`src/rtl/dec_sched_pkg.sv`:
```
// dec_sched_pkg: shared types, constants and size-code helpers for dec_sched.
//   state_t      - controller FSM state (IDLE, LOAD, BUSY, GAP)
//   ERR_*        - response error codes
//   RS_W / DS_W  - decoder received-string and decoded-word widths
//   size_legal / str_width / pay_width / str_mask / pay_mask
//                - size code to legality, widths and bit masks
package dec_sched_pkg;

    localparam int RS_W = 14;
    localparam int DS_W = 7;

    typedef enum logic [1:0] {
        IDLE = 2'd0,
        LOAD = 2'd1,
        BUSY = 2'd2,
        GAP  = 2'd3
    } state_t;

    localparam logic [1:0] ERR_OK      = 2'b00;
    localparam logic [1:0] ERR_SIZE    = 2'b01;
    localparam logic [1:0] ERR_TIMEOUT = 2'b10;

    // Codes 4..7 have no decoder mode.
    function automatic logic size_legal(input logic [2:0] size);
        return size < 3'd4;
    endfunction

    function automatic int str_width(input logic [2:0] size);
        case (size)
            3'd0:    return 6;
            3'd1:    return 8;
            3'd2:    return 10;
            3'd3:    return 14;
            default: return 0;
        endcase
    endfunction

    function automatic int pay_width(input logic [2:0] size);
        case (size)
            3'd0:    return 3;
            3'd1:    return 4;
            3'd2:    return 5;
            3'd3:    return 7;
            default: return 0;
        endcase
    endfunction

    // Keeps string bits below twice the payload width.
    function automatic logic [RS_W-1:0] str_mask(input logic [2:0] size);
        logic [RS_W-1:0] m;
        m = '0;
        for (int i = 0; i < RS_W; i++) m[i] = (i < 2 * pay_width(size));
        return m;
    endfunction

    function automatic logic [DS_W-1:0] pay_mask(input logic [2:0] size);
        logic [DS_W-1:0] m;
        m = '0;
        for (int i = 0; i < DS_W; i++) m[i] = (i < pay_width(size));
        return m;
    endfunction

endpackage

```
`src/rtl/dec_sched_rr_arb.sv`:
```
// dec_sched_rr_arb: 2-input round-robin arbiter.
//   req      in  2 : request per requester
//   last     in  1 : requester granted most recently
//   en       in  1 : grant allowed this cycle
//   grant    out 2 : one-hot grant (zero when disabled or no request)
//   grant_id out 1 : index of the granted requester
module dec_sched_rr_arb (
    input  logic [1:0] req,
    input  logic       last,
    input  logic       en,
    output logic [1:0] grant,
    output logic       grant_id
);

    always_comb begin
        // NOTE: outputs get a default first so no branch can leave them
        // unassigned, which is what would otherwise infer a latch.
        grant = 2'b00;
        if (en) begin
            // On contention the requester that did not win last time goes.
            if (req == 2'b11) grant = last ? 2'b01 : 2'b10;
            else              grant = req;
        end
        grant_id = grant[1];
    end

endmodule

```
`src/rtl/dec_sched.sv`:
```
// dec_sched: round-robin job controller sharing one decoder between two
// requesters, with a single-entry response register.
// Optional feature: define DEC_SCHED_TIMEOUT_EN to abort a BUSY job after
// TIMEOUT_CYCLES cycles without dec_done (resp_err = 10).
// Ports:
//   clk, rst                 - clock, synchronous active-high reset
//   req_valid / req_ready    - per-requester job handshake (bit i = requester i)
//   req_rstring / req_size   - requester i string [14i+13:14i], size [3i+2:3i]
//   resp_valid / resp_ready  - response handshake
//   resp_id/resp_data/resp_err - owner, masked decoded word, error code
//   dec_enable/dec_size/dec_rstring - decoder drive
//   dec_dstring / dec_done   - decoder result
//   busy                     - controller not IDLE
module dec_sched
    import dec_sched_pkg::*;
#(
    parameter int unsigned TIMEOUT_CYCLES = 64
) (
    input  logic            clk,
    input  logic            rst,
    input  logic [1:0]      req_valid,
    output logic [1:0]      req_ready,
    input  logic [2*RS_W-1:0] req_rstring,
    input  logic [5:0]      req_size,
    output logic            resp_valid,
    input  logic            resp_ready,
    output logic            resp_id,
    output logic [DS_W-1:0] resp_data,
    output logic [1:0]      resp_err,
    output logic            dec_enable,
    output logic [2:0]      dec_size,
    output logic [RS_W-1:0] dec_rstring,
    input  logic [DS_W-1:0] dec_dstring,
    input  logic            dec_done,
    output logic            busy
);

    state_t          state_q, state_d;
    logic            last_q;
    logic [2:0]      job_size_q;
    logic            job_id_q;
    logic [RS_W-1:0] job_str_q;

    logic [1:0]      grant;
    logic            grant_id;
    logic            arb_en;
    logic            accept;
    logic [2:0]      sel_size;
    logic [RS_W-1:0] sel_str;
    logic            legal;
    logic            done_hit;
    logic            tmo_hit;

    // Accepting only with an empty response register means a job can never
    // complete into an occupied slot; rst gating keeps req_ready low in reset.
    assign arb_en = (state_q == IDLE) && !resp_valid && !rst;

    dec_sched_rr_arb u_arb (
        .req      (req_valid),
        .last     (last_q),
        .en       (arb_en),
        .grant    (grant),
        .grant_id (grant_id)
    );

    assign req_ready = grant;
    assign accept    = |grant;
    assign sel_size  = grant_id ? req_size[5:3] : req_size[2:0];
    assign sel_str   = grant_id ? req_rstring[2*RS_W-1:RS_W] : req_rstring[RS_W-1:0];
    assign legal     = size_legal(sel_size);
    // dec_done outside BUSY (e.g. in LOAD) is ignored.
    assign done_hit  = (state_q == BUSY) && dec_done;

`ifdef DEC_SCHED_TIMEOUT_EN
    localparam int TMO_W = $clog2(TIMEOUT_CYCLES + 1);
    logic [TMO_W-1:0] tmo_cnt;

    // Counts completed BUSY cycles; held at zero outside BUSY so every job
    // starts from zero.
    always_ff @(posedge clk) begin
        if (rst || state_q != BUSY) tmo_cnt <= '0;
        else                        tmo_cnt <= tmo_cnt + 1'b1;
    end

    // Fires on the last allowed BUSY cycle; dec_done on that edge wins.
    assign tmo_hit = (state_q == BUSY) && !dec_done &&
                     (tmo_cnt == TMO_W'(TIMEOUT_CYCLES - 1));
`else
    assign tmo_hit = 1'b0;
`endif

    // State register.
    always_ff @(posedge clk) begin
        // NOTE: sequential state uses non-blocking assignments so every
        // register samples pre-edge values regardless of statement order.
        if (rst) state_q <= IDLE;
        else     state_q <= state_d;
    end

    // Next-state logic.
    always_comb begin
        state_d = state_q;
        unique case (state_q)
            IDLE:    if (accept && legal) state_d = LOAD;
            LOAD:    state_d = BUSY;
            BUSY:    if (done_hit || tmo_hit) state_d = GAP;
            GAP:     state_d = IDLE;
            default: state_d = IDLE;
        endcase
    end

    // Job latch, arbitration pointer and response register.
    always_ff @(posedge clk) begin
        if (rst) begin
            last_q     <= 1'b1;
            job_size_q <= '0;
            job_id_q   <= 1'b0;
            job_str_q  <= '0;
            resp_valid <= 1'b0;
            resp_id    <= 1'b0;
            resp_data  <= '0;
            resp_err   <= ERR_OK;
        end else begin
            if (resp_valid && resp_ready) resp_valid <= 1'b0;

            if (accept) begin
                last_q <= grant_id;
                if (legal) begin
                    job_size_q <= sel_size;
                    job_id_q   <= grant_id;
                    job_str_q  <= sel_str & str_mask(sel_size);
                end else begin
                    // Illegal size never reaches the decoder.
                    resp_valid <= 1'b1;
                    resp_id    <= grant_id;
                    resp_data  <= '0;
                    resp_err   <= ERR_SIZE;
                end
            end

            if (done_hit) begin
                resp_valid <= 1'b1;
                resp_id    <= job_id_q;
                resp_data  <= dec_dstring & pay_mask(job_size_q);
                resp_err   <= ERR_OK;
            end else if (tmo_hit) begin
                resp_valid <= 1'b1;
                resp_id    <= job_id_q;
                resp_data  <= '0;
                resp_err   <= ERR_TIMEOUT;
            end
        end
    end

    // Decoder inputs are only presented while the decoder is enabled, so
    // GAP gives it one idle cycle to restart between jobs.
    assign dec_enable  = (state_q == LOAD) || (state_q == BUSY);
    assign dec_size    = dec_enable ? job_size_q : 3'd0;
    assign dec_rstring = dec_enable ? job_str_q  : '0;
    assign busy        = (state_q != IDLE);

endmodule

```
`config.mk`:
```
export PLATFORM = sky130hd
export DESIGN_NAME = dec_sched
export DESIGN_NICKNAME = d
export VERILOG_FILES = /design/src/rtl/dec_sched_pkg.sv /design/src/rtl/dec_sched_rr_arb.sv /design/src/rtl/dec_sched.sv
export SDC_FILE = /design/constraint.sdc
export NUM_CORES = 1
export LEC_CHECK = 0
export ABC_CLOCK_PERIOD_IN_PS = 4100
export BUFFER_PORTS_ARGS = -buffer_cell sky130_fd_sc_hd__buf_2
export CAP_MARGIN = 20
export CELL_PAD_IN_SITES_DETAIL_PLACEMENT = 0
export CELL_PAD_IN_SITES_GLOBAL_PLACEMENT = 1
export CORE_UTILIZATION = 34
export CTS_CLUSTER_SIZE = 24
export DETAILED_ROUTE_END_ITERATION = 16
export GPL_ROUTABILITY_DRIVEN = 0
export GPL_TIMING_DRIVEN = 1
export PLACE_DENSITY = 0.84
export SLEW_MARGIN = 20
export SYNTH_ARGS = -nofsm -noshare
export SYNTH_HDL_FRONTEND = slang
export SYNTH_SLANG_ARGS = --single-unit
export TNS_END_PERCENT = 5
```
`constraint.sdc`:
```
create_clock -name clk -period 4.1 [get_ports clk]
set_clock_uncertainty 0.1 [all_clocks]
set_input_delay 1.025 -clock clk [delete_from_list [all_inputs] [get_ports clk]]
set_output_delay 1.025 -clock clk [all_outputs]
set_load 0.1 [all_outputs]
```
==> impl_metrics.sql <==
INSERT INTO impl_metrics (metric_group, metric, value, unit) VALUES
('clock_tree', 'insertion_delay', '280', 'ps'),
('die', 'fp.dieW', '69.4', 'um'),
('logic_synthesis', 'postSynth.topFlopCell', 'dfxtp_1', ''),
('sta', 'layout_min_cycle_time', '3340', 'ps'),
('setup_path', 'worst_setup_path_start_kind', 'primary input', ''),
('die', 'num_rows', '24', ''),
('global_routing', 'grt_max_degree', '26', ''),
('global_routing', 'use_met2', '0.270', ''),
('global_routing', 'gr-usage-met3', '0.0552', ''),
('setup_path', 'worst_r2r_path_depth', '8', ''),
('routing', 'wl_per_cell', '13.8', 'um'),
('die', 'design.die.area', '4820', 'um^2'),
('die', 'initial_core_util', '0.355', ''),
('clock_tree', 'max-clock-path-buffers', '2', ''),
('final_layout', 'antennaDiodeCount', '0', ''),
('status', 'status', 'completed', ''),
('routing', 'route.vias.total', '1537', ''),
('power', 'vdd_drop_max', '0.231', 'mV'),
('logic_synthesis', 'synth.top_cells.by_area', 'dfxtp_1 (40%), and2_1 (6.9%), nand2_1 (6.8%)', ''),
('logic_synthesis', 'synthesized_netlist_cell_count', '176', ''),
('power', 'powerDensity', '611', 'nW/um^2'),
('logic_synthesis', 'synthesis.area_per_instance', '8.78', 'um^2'),
('logic_synthesis', 'async_flop_share', '0', ''),
('logic_synthesis', 'synth_enable_flop_cells', '0', ''),
('clock_tree', 'htree_num_levels', '2', ''),
('setup_path', 'setup.worst_path.end_class', 'output pin', ''),
('clock_tree', 'post_cts.repair.setup_buffers', '0', ''),
('placed_design', 'count_of_port_buffers_added_during_placement', '77', ''),
('power', 'static-leakage-power', '0.00102', 'uW'),
('global_routing', 'grt.met1_usage', '0.238', ''),
('logic_synthesis', 'synthDistinctLibCells', '40', ''),
('global_routing', 'number_of_antenna_violations_at_the_first_check_in_global_routing', '0', ''),
('logic_synthesis', 'yosys_register_bits', '31', ''),
('sta', 'final-hold-violation-count', '0', ''),
('setup_path', 'worst-endpoint-arrival', '2220', 'ps'),
('logic_synthesis', 'mappedNetlistArea', '1550', 'um^2'),
('logic_synthesis', 'yosysSeqAreaShare', '0.402', ''),
('logic_synthesis', 'synth.top_cell.area_share', '0.402', ''),
('logic_synthesis', 'synthesis.nets', '226', ''),
('sta', 'final_min_period_over_clock_period', '0.815', ''),
('final_layout', 'final_layout_size_suffix_gt1_frac', '0.361', ''),
('die', 'die_y', '69.4', 'um'),
('global_routing', 'grt_usage', '0.177', ''),
('final_layout', 'fillers', '454', ''),
('routing', 'detail_route.drc_violations', '0', ''),
('sta', 'relSlewSlack', '0.329', ''),
('sta', 'report.final.slew_viol_count', '0', ''),
('clock_tree', 'cts.clk_slew.worst_paths', '60', 'ps'),
('logic_synthesis', 'leading_cell_types_by_count_after_synthesis', 'dfxtp_1 (31), nand2_1 (28), and2_1 (17)', ''),
('logic_synthesis', 'yosys.area.top_type', 'dfxtp_1', ''),
('clock_tree', 'clock-sinks', '31', ''),
('routing', 'drt-initial-drc-count', '93', ''),
('logic_synthesis', 'yosys.cell_count.top_type', 'dfxtp_1', ''),
('global_routing', 'first_pass_grt_wire_length', '6840', 'um'),
('routing', 'vias_per_cell', '5.06', ''),
('placed_design', 'hpwlAfterDp', '2980', 'um'),
('routing', 'antenna_left', '0', ''),
('sta', 'max_freq', '299', 'MHz'),
('routing', 'routed_wirelength', '4200', 'um'),
('clock_tree', 'cts_root_buf', 'clkbuf_8', ''),
('setup_path', 'critical_path_class', 'primary input to output pin', ''),
('global_routing', 'first_global_vias', '1429', ''),
('sta', 'holdWs', '348', 'ps'),
('routing', 'drt_pass_1_iters', '4', ''),
('sta', 'rsz0062_at_grt', 'no', ''),
('die', 'core-area', '4350', 'um^2'),
('power', 'p_total', '1240', 'uW'),
('setup_path', 'crit_path_max_fanout', '14', ''),
('sta', 'setup_tns', '0', 'ps'),
('global_routing', 'grt_busiest_layer', 'met2', ''),
('final_layout', 'areaGrowthSynthToFinish', '31.8', '%'),
('hold_path', 'hold_path_class', 'flop to flop', ''),
('global_routing', 'gr-total-overflow', '0', ''),
('clock_tree', 'cts.hold.buffers_added', '0', ''),
('setup_path', 'timing.critical_path.required', '2970', 'ps'),
('final_layout', 'design.final.nets', '302', ''),
('clock_tree', 'tritoncts', 'yes', ''),
('sta', 'tightest_slew', '1010', 'ps'),
('hold_path', 'min_path_cells', '2', ''),
('sta', 'report.final.setup_viol', '0', ''),
('logic_synthesis', 'synth-warning-count', '0', ''),
('clock_tree', 'post_cts.resized_instances', '0', ''),
('job', 'max_cap_violations', '0', ''),
('clock_tree', 'cts_buffers', '5', ''),
('die', 'design.portCount', '79', '');
==> final timing paths <==
check,from,endpoint,slack (ps)
setup reg to reg,state_q[0]$_SDFFE_PP0P_,state_q[0]$_SDFFE_PP0P_,1600
setup / recovery,rst,req_ready[1],760
hold / removal,job_str_q[7]$_SDFFE_PP0P_,job_str_q[7]$_SDFFE_PP0P_,350
hold reg to reg,job_str_q[7]$_SDFFE_PP0P_,job_str_q[7]$_SDFFE_PP0P_,350
==> cells by family after synthesis <==
| logic type | share of synthesized area |
|---|---|
| adder cells (fa/ha/maj) | 0.0243 |
| buffers and inverters | 0.0599 |
| flip-flops | 0.402 |
| multiplexers | 0.0453 |
| other | 0.00243 |
| AO/OA/AOI/OAI | 0.197 |
| AND/OR/NAND/NOR | 0.270 |
==> placed cells by master, fill, tap and decap left out, types with 2 or more instances in the layout <==
cell type	n
a2bb2oi_1	2
nand4_1	2
o21ai_1	5
ha_1	3
a211oi_1	2
a32o_1	3
inv_1	7
clkbuf_8	6
a21oi_1	5
mux2i_1	7
a311oi_1	6
and2_1	17
a22o_1	6
buf_4	2
nand2_1	28
o21a_1	2
a32oi_1	2
nor3_1	3
and3_1	2
buf_2	77
nor2_1	13
clkinv_2	2
dfxtp_1	31
nand3b_1	4
==> state kept, by name (all words and copies together) (netlist names) <==
| register | count |
|---|---|
| resp_data | 7 |
| last_q | 1 |
| resp_err | 1 |
| job_id_q | 1 |
| job_str_q | 14 |
| job_size_q | 3 |
| resp_id | 1 |
| resp_valid | 1 |
| state_q | 2 |
==> through the flow <==
step                 util  instances  setup slack, ps  cell area [um^2]
floorplan               -        176              622              1550
global placement    0.448        297              778              1950
detailed placement  0.448        297              757              1950
CTS                 0.468        304              750              2040
global route        0.468        304              691              2040
finish              0.468        304              757              2040
==> area by class of cell <==
class	instances	area, um^2	area share
Multi-Input combinational cell	127	832	0.408
Sequential cell	31	621	0.305
Tap cell	52	65.1	0.0319
Timing Repair Buffer	79	400	0.197
Inverter	8	31.3	0.0154
Clock buffer	6	82.6	0.0405
Clock inverter	1	5.00	0.00246
==> worst max-delay path, cell delays in order <==
cell and delay [ps]:
buf_2 130, nor3b_4 310, nand3_4 110, clkinv_2 180, buf_2 460
==> layer usage <==
layer	part of all wire	up-vias
met3	0.084	5
met1	0.47	694
met4	0.0086	0
li1	-	774
met2	0.44	64
met5	0	-
==> report_power, final <==
part           internal, uW  total (uW)  switching, uW
Combinational           146         635            489
Sequential              343         369           25.7
Clock                   131         241            109
No activity file was read; power rests on OpenSTA's default activity.
